### config.mk
export PLATFORM = sky130hd
export DESIGN_NAME = mem_port_arbiter
export DESIGN_NICKNAME = d
export VERILOG_FILES = /design/src/rtl/mem_port_arbiter.sv
export SDC_FILE = /design/constraint.sdc
export NUM_CORES = 1
export LEC_CHECK = 0
export ABC_AREA = 1
export CAP_MARGIN = 5
export CELL_PAD_IN_SITES_DETAIL_PLACEMENT = 1
export CELL_PAD_IN_SITES_GLOBAL_PLACEMENT = 2
export CORE_MARGIN = 2
export CORE_UTILIZATION = 23
export DETAILED_ROUTE_END_ITERATION = 10
export PLACE_DENSITY = 0.92
export SYNTH_ARGS = -nofsm -noshare
export SYNTH_HDL_FRONTEND = slang
export SYNTH_SLANG_ARGS = --single-unit
### constraint.sdc
create_clock -name clk -period 2.9 [get_ports clk]
set_input_delay 0.87 -clock clk [delete_from_list [all_inputs] [get_ports clk]]
set_output_delay 0.87 -clock clk [all_outputs]
set_load 0.03 [all_outputs]
### src/rtl/mem_port_arbiter.sv
// Arbitrates fetch and load/store requesters onto one fixed-latency memory port.
// Define MEM_PORT_ARB_RR_EN for round-robin arbitration instead of data priority with a fetch starvation guard.
module mem_port_arbiter #(
  parameter int AW         = 16,
  parameter int DW         = 16,
  parameter int MEM_LAT    = 2,
  parameter int STARVE_MAX = 4
) (
  input  logic          clk,
  input  logic          rst_n,
  input  logic          i_req,
  input  logic [AW-1:0] i_addr,
  output logic          i_gnt,
  output logic          i_rvalid,
  output logic [DW-1:0] i_rdata,
  input  logic          d_req,
  input  logic          d_wen,
  input  logic [AW-1:0] d_addr,
  input  logic [DW-1:0] d_wdata,
  output logic          d_gnt,
  output logic          d_rvalid,
  output logic [DW-1:0] d_rdata,
  output logic          mem_req,
  output logic          mem_wen,
  output logic [AW-1:0] mem_addr,
  output logic [DW-1:0] mem_wdata,
  input  logic [DW-1:0] mem_rdata,
  output logic          busy
);

  typedef enum logic [1:0] {IDLE, ISSUE, WAIT, RESP} state_e;

  localparam logic [3:0] LAT_INIT = 4'(MEM_LAT - 1);

  state_e        state_q, state_d;
  logic          owner_q, owner_d;
  logic [3:0]    lat_q, lat_d;
  logic [AW-1:0] addr_q, addr_d;
  logic          wen_q, wen_d;
  logic [DW-1:0] wdata_q, wdata_d;
  logic [DW-1:0] rdata_q, rdata_d;
  logic          idle;
  logic          grant_i, grant_d;

  assign idle = (state_q == IDLE);

`ifdef MEM_PORT_ARB_RR_EN
  // rr_q = 0: fetch wins a tie; flips to the other requester after every grant.
  logic rr_q, rr_d;

  assign grant_i = idle & i_req & (~d_req | ~rr_q);
  assign grant_d = idle & d_req & (~i_req | rr_q);

  always_comb begin
    rr_d = rr_q;
    if (grant_i)      rr_d = 1'b1;
    else if (grant_d) rr_d = 1'b0;
  end

  always_ff @(posedge clk or negedge rst_n) begin
    if (!rst_n) rr_q <= 1'b0;
    else        rr_q <= rr_d;
  end
`else
  localparam logic [3:0] STARVE_LIM = 4'(STARVE_MAX);

  logic [3:0] starve_q, starve_d;
  logic       starved;

  assign starved = (starve_q == STARVE_LIM);
  assign grant_i = idle & i_req & (~d_req | starved);
  assign grant_d = idle & d_req & ~(i_req & starved);

  always_comb begin
    starve_d = starve_q;
    if (grant_i)                 starve_d = '0;
    else if (grant_d && !i_req)  starve_d = '0;
    else if (grant_d && !starved) starve_d = starve_q + 4'd1;
  end

  always_ff @(posedge clk or negedge rst_n) begin
    if (!rst_n) starve_q <= '0;
    else        starve_q <= starve_d;
  end
`endif

  always_comb begin
    state_d = state_q;
    owner_d = owner_q;
    lat_d   = lat_q;
    addr_d  = addr_q;
    wen_d   = wen_q;
    wdata_d = wdata_q;
    rdata_d = rdata_q;
    case (state_q)
      IDLE: begin
        if (grant_i || grant_d) begin
          owner_d = grant_d;
          addr_d  = grant_d ? d_addr : i_addr;
          wen_d   = grant_d & d_wen;
          wdata_d = grant_d ? d_wdata : '0;
          state_d = ISSUE;
        end
      end
      ISSUE: begin
        lat_d   = LAT_INIT;
        state_d = WAIT;
      end
      WAIT: begin
        if (lat_q == 4'd0) begin
          rdata_d = wen_q ? '0 : mem_rdata;
          state_d = RESP;
        end else begin
          lat_d = lat_q - 4'd1;
        end
      end
      RESP:    state_d = IDLE;
      default: state_d = IDLE;
    endcase
  end

  always_ff @(posedge clk or negedge rst_n) begin
    if (!rst_n) begin
      state_q <= IDLE;
      owner_q <= 1'b0;
      lat_q   <= '0;
    end else begin
      state_q <= state_d;
      owner_q <= owner_d;
      lat_q   <= lat_d;
    end
  end

  // Transaction payload needs no reset: every output using it is gated by state.
  always_ff @(posedge clk) begin
    addr_q  <= addr_d;
    wen_q   <= wen_d;
    wdata_q <= wdata_d;
    rdata_q <= rdata_d;
  end

  assign i_gnt     = grant_i;
  assign d_gnt     = grant_d;
  assign mem_req   = (state_q == ISSUE);
  assign mem_wen   = mem_req & wen_q;
  assign mem_addr  = mem_req ? addr_q : '0;
  assign mem_wdata = mem_wen ? wdata_q : '0;
  assign i_rvalid  = (state_q == RESP) & ~owner_q;
  assign d_rvalid  = (state_q == RESP) & owner_q;
  assign i_rdata   = i_rvalid ? rdata_q : '0;
  assign d_rdata   = d_rvalid ? rdata_q : '0;
  assign busy      = ~idle;

endmodule

==> results.md, run 1 <==
- Status: complete, no violations
- Max Cap Viol: 0
- Starting Density: 23.25%
- Setup crit end kind: output pin
- Routed length on met1: 3677 um
- Vias in the first global route: 2930
- Crit-path cells: clkdlybuf4s50_1, nand2_1, or2_4, nand2_4, buf_4
- Vias per cell: 3.923
- Synth Register Bits: 60
- Synth Warn #: 0
- Global route overflow: 0
- Die area: 14820 sq um
- Post-layout util: 36.89%
- Syn nets: 460
- Period Utilization, post-route: 96.83%
- R2R Setup Slk: 0.78 ns
- Crit path kind: in2out
- CTS H-Tree Depth: 3
- Largest net degree at the start of global routing: 36
- First-pass GRT wire length: 13940 um
- Slew headroom: 63.02%
- Nets: 607
- Worst-skew pair later-pin latency: 0.32 ns
- CTS Sinks: 60
- Finished Layout Cells: 715
- Worst path top cell family by delay: buffers and inverters
- Critical Path Start Type: primary input
- WP data arrival: 1.94 ns
- Area contributors post-synth: edfxtp_1 (46%), inv_1 (12%), nor2_1 (10%)
- Fin. max-slew vios: 0
- Crit path required time: 2.03 ns
- RSZ-0062 raised after global routing: false
- Layout cells sized above 1: 10.28%
- Syn Area/Cell: 8.327 sq um
- Pre-CTS setup slack: 0.07829 ns
- Register area: 1747 sq um
- RR Endpoint: addr_q[6]
- Synth Cell Area: 3189 sq um
- Root buffer cell: clkbuf_16
- Via count: 2805
- Worst-path clk slew: 0.05 ns
- Top cell type's share of synthesized area: 46.14%
- Worst Path Max Fanout: 5
- Leak: 2.897 nW
- Netlist cell types: 27
- CTS Buf Count: 9
- Yosys top cell by area: edfxtp_1
- Max clock buf depth: 2
- Met3 wire length: 312 um
- Overall Power: 4.323 mW
- Met2 WL: 4736 um
- DRT Pass-1 Iters: 4
- FFs w/ async S/R, synth: 18.33%
- Hpwl dp: 6877 um
- Reg2Reg Launch Point: starve_q[0]
- Gr usage total: 12.09%
- Register area share after synthesis: 54.77%
- Hold Vio Cnt, Final: 0
- HP Class: reg2reg
- Worst-path cell with the longest stage delay: clkdlybuf4s50_1
- Routed WL per cell: 12.51 um
- Peak supply drop: 0.2482 mV
- Highest clock rate: 0.3561 GHz
- Fill count: 1630
- I/O pins: 140
- CTS tree: yes
- Max incr delay on CP: 0.49 ns
- Initial DRC count: 95
- Routed wire length: 8944 um
- EDFF count, synth: 49
- Setup_tns: 0 ns
- Worst Hold Depth: 2
- HP Start: lat_q[1]
- Hold Path End: lat_q[1]
- Worst Skew: 0.003459 ns
- Most used DFF post-synth: edfxtp_1
- Worst-margin pin slew: 0.5530 ns
- Area Overhead vs Synth: 58.69%
- Most common cell in the netlist: inv_1
- Final Critical Period: 2.808 ns
- Die H: 121.8 um
- Top cells by count, synth: inv_1 (101), nor2_1 (87), nand2_1 (82), edfxtp_1 (49), dfrtp_1 (11)
- Row cnt: 43
- Antenna diodes: 0
- Reg2Reg Depth: 10
- Worst setup margin: 0.09183 ns
- Top sig layer: met4
- RD Place Congestion: 0.7555
- Residual DRC count: 0
- IO buf count: 139
- Crit path buffers/inverters: 2
- Initial antenna violation count: 0
- Area of the multi-input gates: 982.2 sq um
- DP Cell Count: 699
- Core Region: 13720 sq um
- Final setup fails: 0
- Chip Width: 121.8 um
- Mapped Cells: 383
- Final ANT Viol Nets: 0
- Pwr per Cell Area: 854.2 nW/um^2
-- registers in the layout (all words and copies together), names as in the netlist --
name / count
owner_q: 1
lat_q: 4
starve_q: 4
wen_q: 1
addr_q: 16
state_q: 2
rdata_q: 16
wdata_q: 16
-- worst min-delay path: stages (launching register included) --
cell and delay [ns]:
dfrtp_1 0.34, nand2_1 0.05, o21ai_0 0.07
-- final cells by class --
class                           instances  share of cell area, %
Timing Repair Buffer                  148                  28.43
Clock inverter                          2                 0.6922
Inverter                              101                  7.491
Tap cell                              180                  4.450
Sequential cell                        60                  34.51
Multi-Input combinational cell        210                  19.41
Clock buffer                           14                  5.019
-- logic make-up after synthesis --
group           synth area share (%)
compound gates                 1.923
xor+xnor                      0.2747
fa+ha+maj                      3.139
buf+inv                        14.67
flops                          54.77
simple gates                   25.23
-- cells in the final DEF (no fill, tap or decap), types with 2 or more instances in the layout --
cell and instances:
nand2_4 5, dlygate4sd2_1 32, nand2_1 81, nand3_1 7, nand4_1 2, buf_4 26, nor2_1 87, buf_12 2
dfrtp_1 11, ha_1 8, clkbuf_1 4, o21ai_2 2, o21ai_0 4, inv_1 100, edfxtp_1 49, dlymetal6s2s_1 17
clkdlybuf4s50_1 71, a21oi_1 2, nand2_2 2, nor3_1 2, clkbuf_16 9
-- how the worst max path moves through the flow --
stage / start / slack (ns) / end / cells after the start
2_1_floorplan: state_q[0] / 0.20 / i_rdata[10] / 6
3_3_place_gp: d_req / 0.09 / d_gnt / 5
3_5_place_dp: d_req / 0.08 / d_gnt / 5
4_1_cts: state_q[1] / 0.04 / mem_req / 4
5_1_grt: state_q[1] / 0.03 / i_rdata[0] / 6
6_report: d_req / 0.09 / d_gnt / 5
-- power by group --
part	internal, mW	switching [mW]	leakage, nW
Clock	0.688	0.362	0.141
Sequential	1.20	0.0909	0.585
Combinational	0.699	1.28	2.17
Total	2.59	1.74	2.90
-- stage by stage --
step / cell area (sq um) / hold WS [ns]
2_1_floorplan: 3189 / 0.4530
3_3_place_gp: 4762 / 0.4706
3_5_place_dp: 4762 / 0.4880
4_1_cts: 5014 / 0.5009
5_1_grt: 5061 / 0.5428
6_report: 5061 / 0.4942
-- routing by layer --
layer | vias to the layer above | track usage (%)
met1 | 1307 | 13.65
met3 | 15 | 2.528
met2 | 65 | 21.58
met5 | - | 0
met4 | 0 | 5.891
li1 | 1418 | -
-- timing repair --
| action | CTS | global route |
|---|---|---|
| pin swaps | 0 | 0 |
| gates resized for setup | 34 | 18 |
| setup buffers | 0 | 0 |
| endpoints found under the setup margin | 48 | 19 |
| hold buffers | 0 | 0 |
Note: power is estimated with default switching activity, not from simulation.
==> run 2: changes to the inputs <==
--- a/config.mk
+++ b/config.mk
@@ -12,6 +12,7 @@
 export CORE_MARGIN = 2
 export CORE_UTILIZATION = 23
 export DETAILED_ROUTE_END_ITERATION = 10
+export GPL_TIMING_DRIVEN = 0
 export PLACE_DENSITY = 0.92
 export SYNTH_ARGS = -nofsm -noshare
 export SYNTH_HDL_FRONTEND = slang
==> results.md, run 2 (synthesized netlist as in run 1, its figures left out) <==
- Status: complete, no violations
- RD Place Congestion: 0.7378 (-2.3%)
- Crit path kind: in2out
- Max Cap Viol: 0 (unchanged)
- Residual DRC count: 0 (unchanged)
- Max incr delay on CP: 0.48 ns (about the same)
- Leak: 2.598 nW (-10%)
- Post-layout util: 36.28% (-0.61 points)
- RSZ-0062 raised after global routing: false
- Vias in the first global route: 3006 (+2.6%)
- Biggest regs: addr_q (16), rdata_q (16), wdata_q (16)
- Most frequent cells in the layout: inv_1 (98), nor2_1 (86), nand2_1 (80)
- Hold Vio Cnt, Final: 0 (unchanged)
- Highest clock rate: 0.3492 GHz (-1.9%)
- Largest net degree at the start of global routing: 34 (-5.6%)
- Worst-path clk slew: 0.05 ns (about the same)
- Die H: 121.8 um (unchanged)
- Worst Skew: 0.007610 ns (+0.004152 ns)
- Crit path buffers/inverters: 2 (unchanged)
- Hpwl dp: 7180 um (+4.4%)
- Worst Path Max Fanout: 12 (+7)
- Final Critical Period: 2.863 ns (+0.05520 ns)
- Initial antenna violation count: 0 (unchanged)
- Worst-margin pin slew: 0.8526 ns (+0.2996 ns)
- Initial DRC count: 75 (-21%)
- Root buffer cell: clkbuf_16
- Levels on crit path: 5 (unchanged)
- Routed WL per cell: 12.88 um (+2.9%)
- Max clock buf depth: 2 (unchanged)
- CTS Buf Count: 9 (unchanged)
- Area Overhead vs Synth: 56.06%
- CTS tree: yes
- Die area: 14820 sq um (unchanged)
- Routed wire length: 9270 um (+3.6%)
- R2R Setup Slk: 0.70 ns (-0.08 ns)
- First-pass GRT wire length: 14350 um (+2.9%)
- Period Utilization, post-route: 98.74% (+1.9 points)
- Critical Path Sink: d_gnt
- Chip Width: 121.8 um (unchanged)
- Commonest non-fill, non-tap cell in the layout: inv_1
- Final ANT Viol Nets: 0 (unchanged)
- Setup crit end kind: output pin
- Peak supply drop: 0.2626 mV (+5.8%)
- Vias per cell: 4.010 (+2.2%)
- Crit path required time: 2.03 ns (about the same)
- Antenna diodes: 0 (unchanged)
- RR Endpoint: wdata_q[0]
- Worst-skew pair later-pin latency: 0.33 ns (about the same)
- WP data arrival: 1.99 ns (+0.05 ns)
- CTS Sinks: 60 (unchanged)
- IO buf count: 139 (unchanged)
- Via count: 2887 (+2.9%)
- Layout cells sized above 1: 14.63% (+4.3 points)
- Reg2Reg Depth: 7 (-3)
- Worst-path cell with the longest stage delay: clkdlybuf4s50_1
- Core Region: 13720 sq um (unchanged)
- I/O pins: 140 (unchanged)
- Global route overflow: 0 (unchanged)
- Fin. max-slew vios: 0 (unchanged)
- Worst setup path startpoint: d_req
- Reg2Reg Launch Point: starve_q[0]
- Crit-path cells: clkdlybuf4s50_1, nand2_1, or2_4, nand2_8, buf_6
- Nets: 613 (+0.99%)
- Worst path top cell family by delay: buffers and inverters
- Setup_tns: 0 ns (unchanged)
- Slew headroom: 43.10% (-20 points)
- DRT Pass-1 Iters: 4 (unchanged)
- Pwr per Cell Area: 882.0 nW/um^2 (+3.3%)
- CTS H-Tree Depth: 3 (unchanged)
- Starting Density: 23.25% (unchanged)
- HP Class: reg2reg
- Gr usage total: 12.49% (+0.40 points)
- Final setup fails: 0 (unchanged)
- Row cnt: 43 (unchanged)
- Critical Path Start Type: primary input
-- run 2: cell count changes in the layout (fill, tap and decap cells not counted), sizes merged --
cell,delta
dlygate4sd2,-4
bufinv,+1
clkinv,+1
clkinvlp,+3
buf,-7
clkbuf,+20
dlymetal6s2s,-17
clkdlybuf4s15,+3
clkdlybuf4s50,+6
inv,-1
-- run 2: stage by stage --
stage | hold WS (ns) | cells | power (mW) | worst slack [ns] | cell area, sq um
floorplan | 0.4530 | 383 | 2.599 | 0.1992 | 3189
global placement | 0.4690 | 702 | 3.329 | -0.5813 | 4806
detailed placement | 0.4914 | 702 | 3.422 | -0.6027 | 4806
CTS | 0.5025 | 717 | 4.456 | -0.08736 | 5070
global route | 0.5335 | 720 | 4.678 | 0.001716 | 4977
finish | 0.4985 | 720 | 4.390 | 0.03663 | 4977
-- run 2: worst min path at each step --
stage | end | startpoint | depth (start not counted)
after floorplan | lat_q[1] | lat_q[1] | 2
after global placement | lat_q[1] | lat_q[1] | 2
after detailed placement | lat_q[0] | lat_q[0] | 1
after CTS | lat_q[0] | lat_q[0] | 1
after global routing | lat_q[0] | lat_q[0] | 1
final | lat_q[0] | lat_q[0] | 1
-- run 2: where the power goes --
group	total (mW)	switching, mW	internal [mW]
sequential	1.29	0.0916	1.20
clock	1.11	0.365	0.743
combinational	1.99	1.32	0.670
total	4.39	1.77	2.62
-- run 2: per-layer routing --
metal,GRT usage [%],up-vias,share of wire (%)
met4,6.250,0,2.0
li1,-,1434,-
met3,1.919,10,3.8
met1,14.19,1381,41
met5,0,-,0
met2,22.63,62,53
-- run 2: layout make-up --
type                            instances  area [sq um]
Inverter                              101         382.9
Clock inverter                          5         77.57
Clock buffer                           10         229.0
Buffer                                 11         81.33
Timing Repair Buffer                  142          1236
Timing Repair inverter                  1         7.507
Sequential cell                        60          1747
Multi-Input combinational cell        210         991.0
Fill cell                            1662          8742
Tap cell                              180         225.2
-- run 2: worst reg2reg max path, delay by kind of cell (launching register included) --
| kind | cells | cell delay [ns] |
|---|---|---|
| flops | 1 | 0.41 |
| fa+ha+maj | 1 | 0.19 |
| simple gates | 4 | 0.65 |
| buf+inv | 2 | 0.56 |
-- run 2: timing repair --
action	in CTS	in global routing
hold buffers	0	0
pin swaps	0	1
setup endpoints to repair	93	67
buffers inserted	0	3
cloned	0	1
endpoints found under the hold margin	0	0
gates resized for setup	98	65
==> run 3: changes to the inputs <==
--- a/config.mk
+++ b/config.mk
@@ -9,6 +9,7 @@
 export CAP_MARGIN = 5
 export CELL_PAD_IN_SITES_DETAIL_PLACEMENT = 1
 export CELL_PAD_IN_SITES_GLOBAL_PLACEMENT = 2
+export CORE_ASPECT_RATIO = 1.5
 export CORE_MARGIN = 2
 export CORE_UTILIZATION = 23
 export DETAILED_ROUTE_END_ITERATION = 10
==> results.md, run 3 (synthesized netlist as in run 1, its figures left out) <==
- Status: complete, no violations
- IO buf count: 139 (unchanged)
- CTS Buf Count: 9 (unchanged)
- Fin. max-slew vios: 0 (unchanged)
- Fill count: 1616 (-2.8%)
- I/O pins: 140 (unchanged)
- Root buffer cell: clkbuf_16
- Chip Width: 100.1 um (-18%)
- Nets: 613 (unchanged)
- Slew headroom: 54.53% (+11 points)
- Critical Path Start Type: primary input
- Worst Hold Depth: 2 (+1)
- Worst-path cell with the longest stage delay: clkdlybuf4s50_1
- Gr usage total: 12.68% (+0.19 points)
- CTS tree: yes
- Biggest regs: addr_q (16), rdata_q (16), wdata_q (16)
- RR Endpoint: addr_q[3]
- Largest net degree at the start of global routing: 34 (unchanged)
- RD Place Congestion: 0.7243 (-1.8%)
- Worst-margin pin slew: 0.6807 ns (-0.1719 ns)
- HP Class: reg2reg
- Setup_tns: 0 ns (unchanged)
- Most frequent cells in the layout: inv_1 (100), nor2_1 (87), nand2_1 (81)
- Crit path kind: in2out
- RSZ-0062 raised after global routing: false
- Final setup fails: 0 (unchanged)
- Die area: 14840 sq um (+0.13%)
- Highest clock rate: 0.3515 GHz (+0.65%)
- HP Start: lat_q[1]
- Worst path top cell family by delay: buffers and inverters
- Final Critical Period: 2.845 ns (-0.01838 ns)
- WP data arrival: 1.97 ns (-0.02 ns)
- Global route overflow: 0 (unchanged)
- Worst-path clk slew: 0.06 ns (about the same)
- Row cnt: 52 (+21%)
- R2R Setup Slk: 0.49 ns (-0.21 ns)
- Worst-skew pair later-pin latency: 0.33 ns (about the same)
- Reg2Reg Depth: 7 (unchanged)
- Via count: 2880 (-0.24%)
- Period Utilization, post-route: 98.10% (-0.63 points)
- Hold Vio Cnt, Final: 0 (unchanged)
- Hpwl dp: 7376 um (+2.7%)
- Die H: 148.2 um (+22%)
- Routed wire length: 9001 um (-2.9%)
- Initial antenna violation count: 0 (unchanged)
- Antenna diodes: 0 (unchanged)
- Vias in the first global route: 3130 (+4.1%)
- Crit path buffers/inverters: 2 (unchanged)
- Commonest non-fill, non-tap cell in the layout: inv_1
- Residual DRC count: 0 (unchanged)
- CTS H-Tree Depth: 3 (unchanged)
- Initial DRC count: 41 (-45%)
- Max Cap Viol: 0 (unchanged)
- Area Overhead vs Synth: 58.61%
- Core Region: 13530 sq um (-1.4%)
- Routed WL per cell: 12.80 um (-0.55%)
- First-pass GRT wire length: 14590 um (+1.6%)
- Max incr delay on CP: 0.49 ns (about the same)
- Setup crit end kind: output pin
- Worst Skew: 0.007279 ns (-0.0003309 ns)
- CTS Sinks: 60 (unchanged)
- Minimum hold slack: 0.4926 ns (-0.005866 ns)
- Layout cells sized above 1: 14.23% (-0.40 points)
- Pwr per Cell Area: 882.3 nW/um^2 (about the same)
- Starting Density: 23.57% (+0.32 points)
- Vias per cell: 4.097 (+2.2%)
- Crit path required time: 2.03 ns (about the same)
- Max clock buf depth: 2 (unchanged)
- Hold Path End: lat_q[1]
- Crit-path cells: clkdlybuf4s50_1, nand2_1, or2_4, nand2_8, buf_6
- Reg2Reg Launch Point: starve_q[0]
- Leak: 2.727 nW (+5.0%)
- Final ANT Viol Nets: 0 (unchanged)
- DRT Pass-1 Iters: 4 (unchanged)
- Peak supply drop: 0.3518 mV (+34%)
- Worst Path Max Fanout: 7 (-5)
[run 3: how the worst max path moves through the flow]
stage	from	to	cells after the start
floorplan	state_q[0]	i_rdata[10]	6
global placement	d_req	d_gnt	6
detailed placement	d_req	d_gnt	6
CTS	d_req	d_gnt	5
global route	state_q[0]	d_rdata[9]	5
finish	d_req	d_gnt	5
[run 3: per-layer routing]
metal	track usage (%)	vias up	wire, um
met4	7.123	0	320
met2	23.83	103	4986
met1	12.65	1321	3193
li1	-	1437	-
met3	2.632	19	500
met5	0	-	0
[run 3: where the power goes]
part / switching, mW / total (mW) / internal, mW / leakage [nW]
Sequential: 0.0921 / 1.29 / 1.20 / 0.585
Clock: 0.395 / 1.15 / 0.755 / 0.148
Combinational: 1.31 / 2.02 / 0.712 / 1.99
Total: 1.79 / 4.46 / 2.67 / 2.73
[run 3: cell type report]
class                      instances  area, sq um  area share, %
inverter                         101        382.9          7.569
sequential                        60         1747          34.53
clock buffer                       9        225.2          4.452
timing repair buffer             143         1320          26.09
multi-input combinational        210        991.0          19.59
clock inverter                     7        100.1          1.979
buffer                            11        90.09          1.781
tap                              162        202.7          4.007
[run 3: what timing repair did]
item	CTS	global route
resized for setup	135	38
hold buffers	0	0
pin swaps	1	1
setup endpoints to repair	94	35
setup buffers	0	3
gates cloned	0	0
[run 3: tightest hold or removal path, cell delays in order, from the launching register on]
cell and delay (ns):
dfrtp_1 0.34, nand2_1 0.05, o21ai_0 0.06
[run 3: per-stage QoR]
stage | total power [mW] | utilization, % | setup slack (ns) | instances | area [sq um]
2_1_floorplan | 2.599 | - | 0.1992 | 383 | 3189
3_3_place_gp | 3.342 | 35.35 | -0.6240 | 684 | 4783
3_5_place_dp | 3.430 | 35.35 | -0.6257 | 684 | 4783
4_1_cts | 4.517 | 37.28 | 0.006738 | 699 | 5045
5_1_grt | 4.762 | 37.38 | 0.006802 | 703 | 5059
6_report | 4.463 | 37.38 | 0.05501 | 703 | 5059
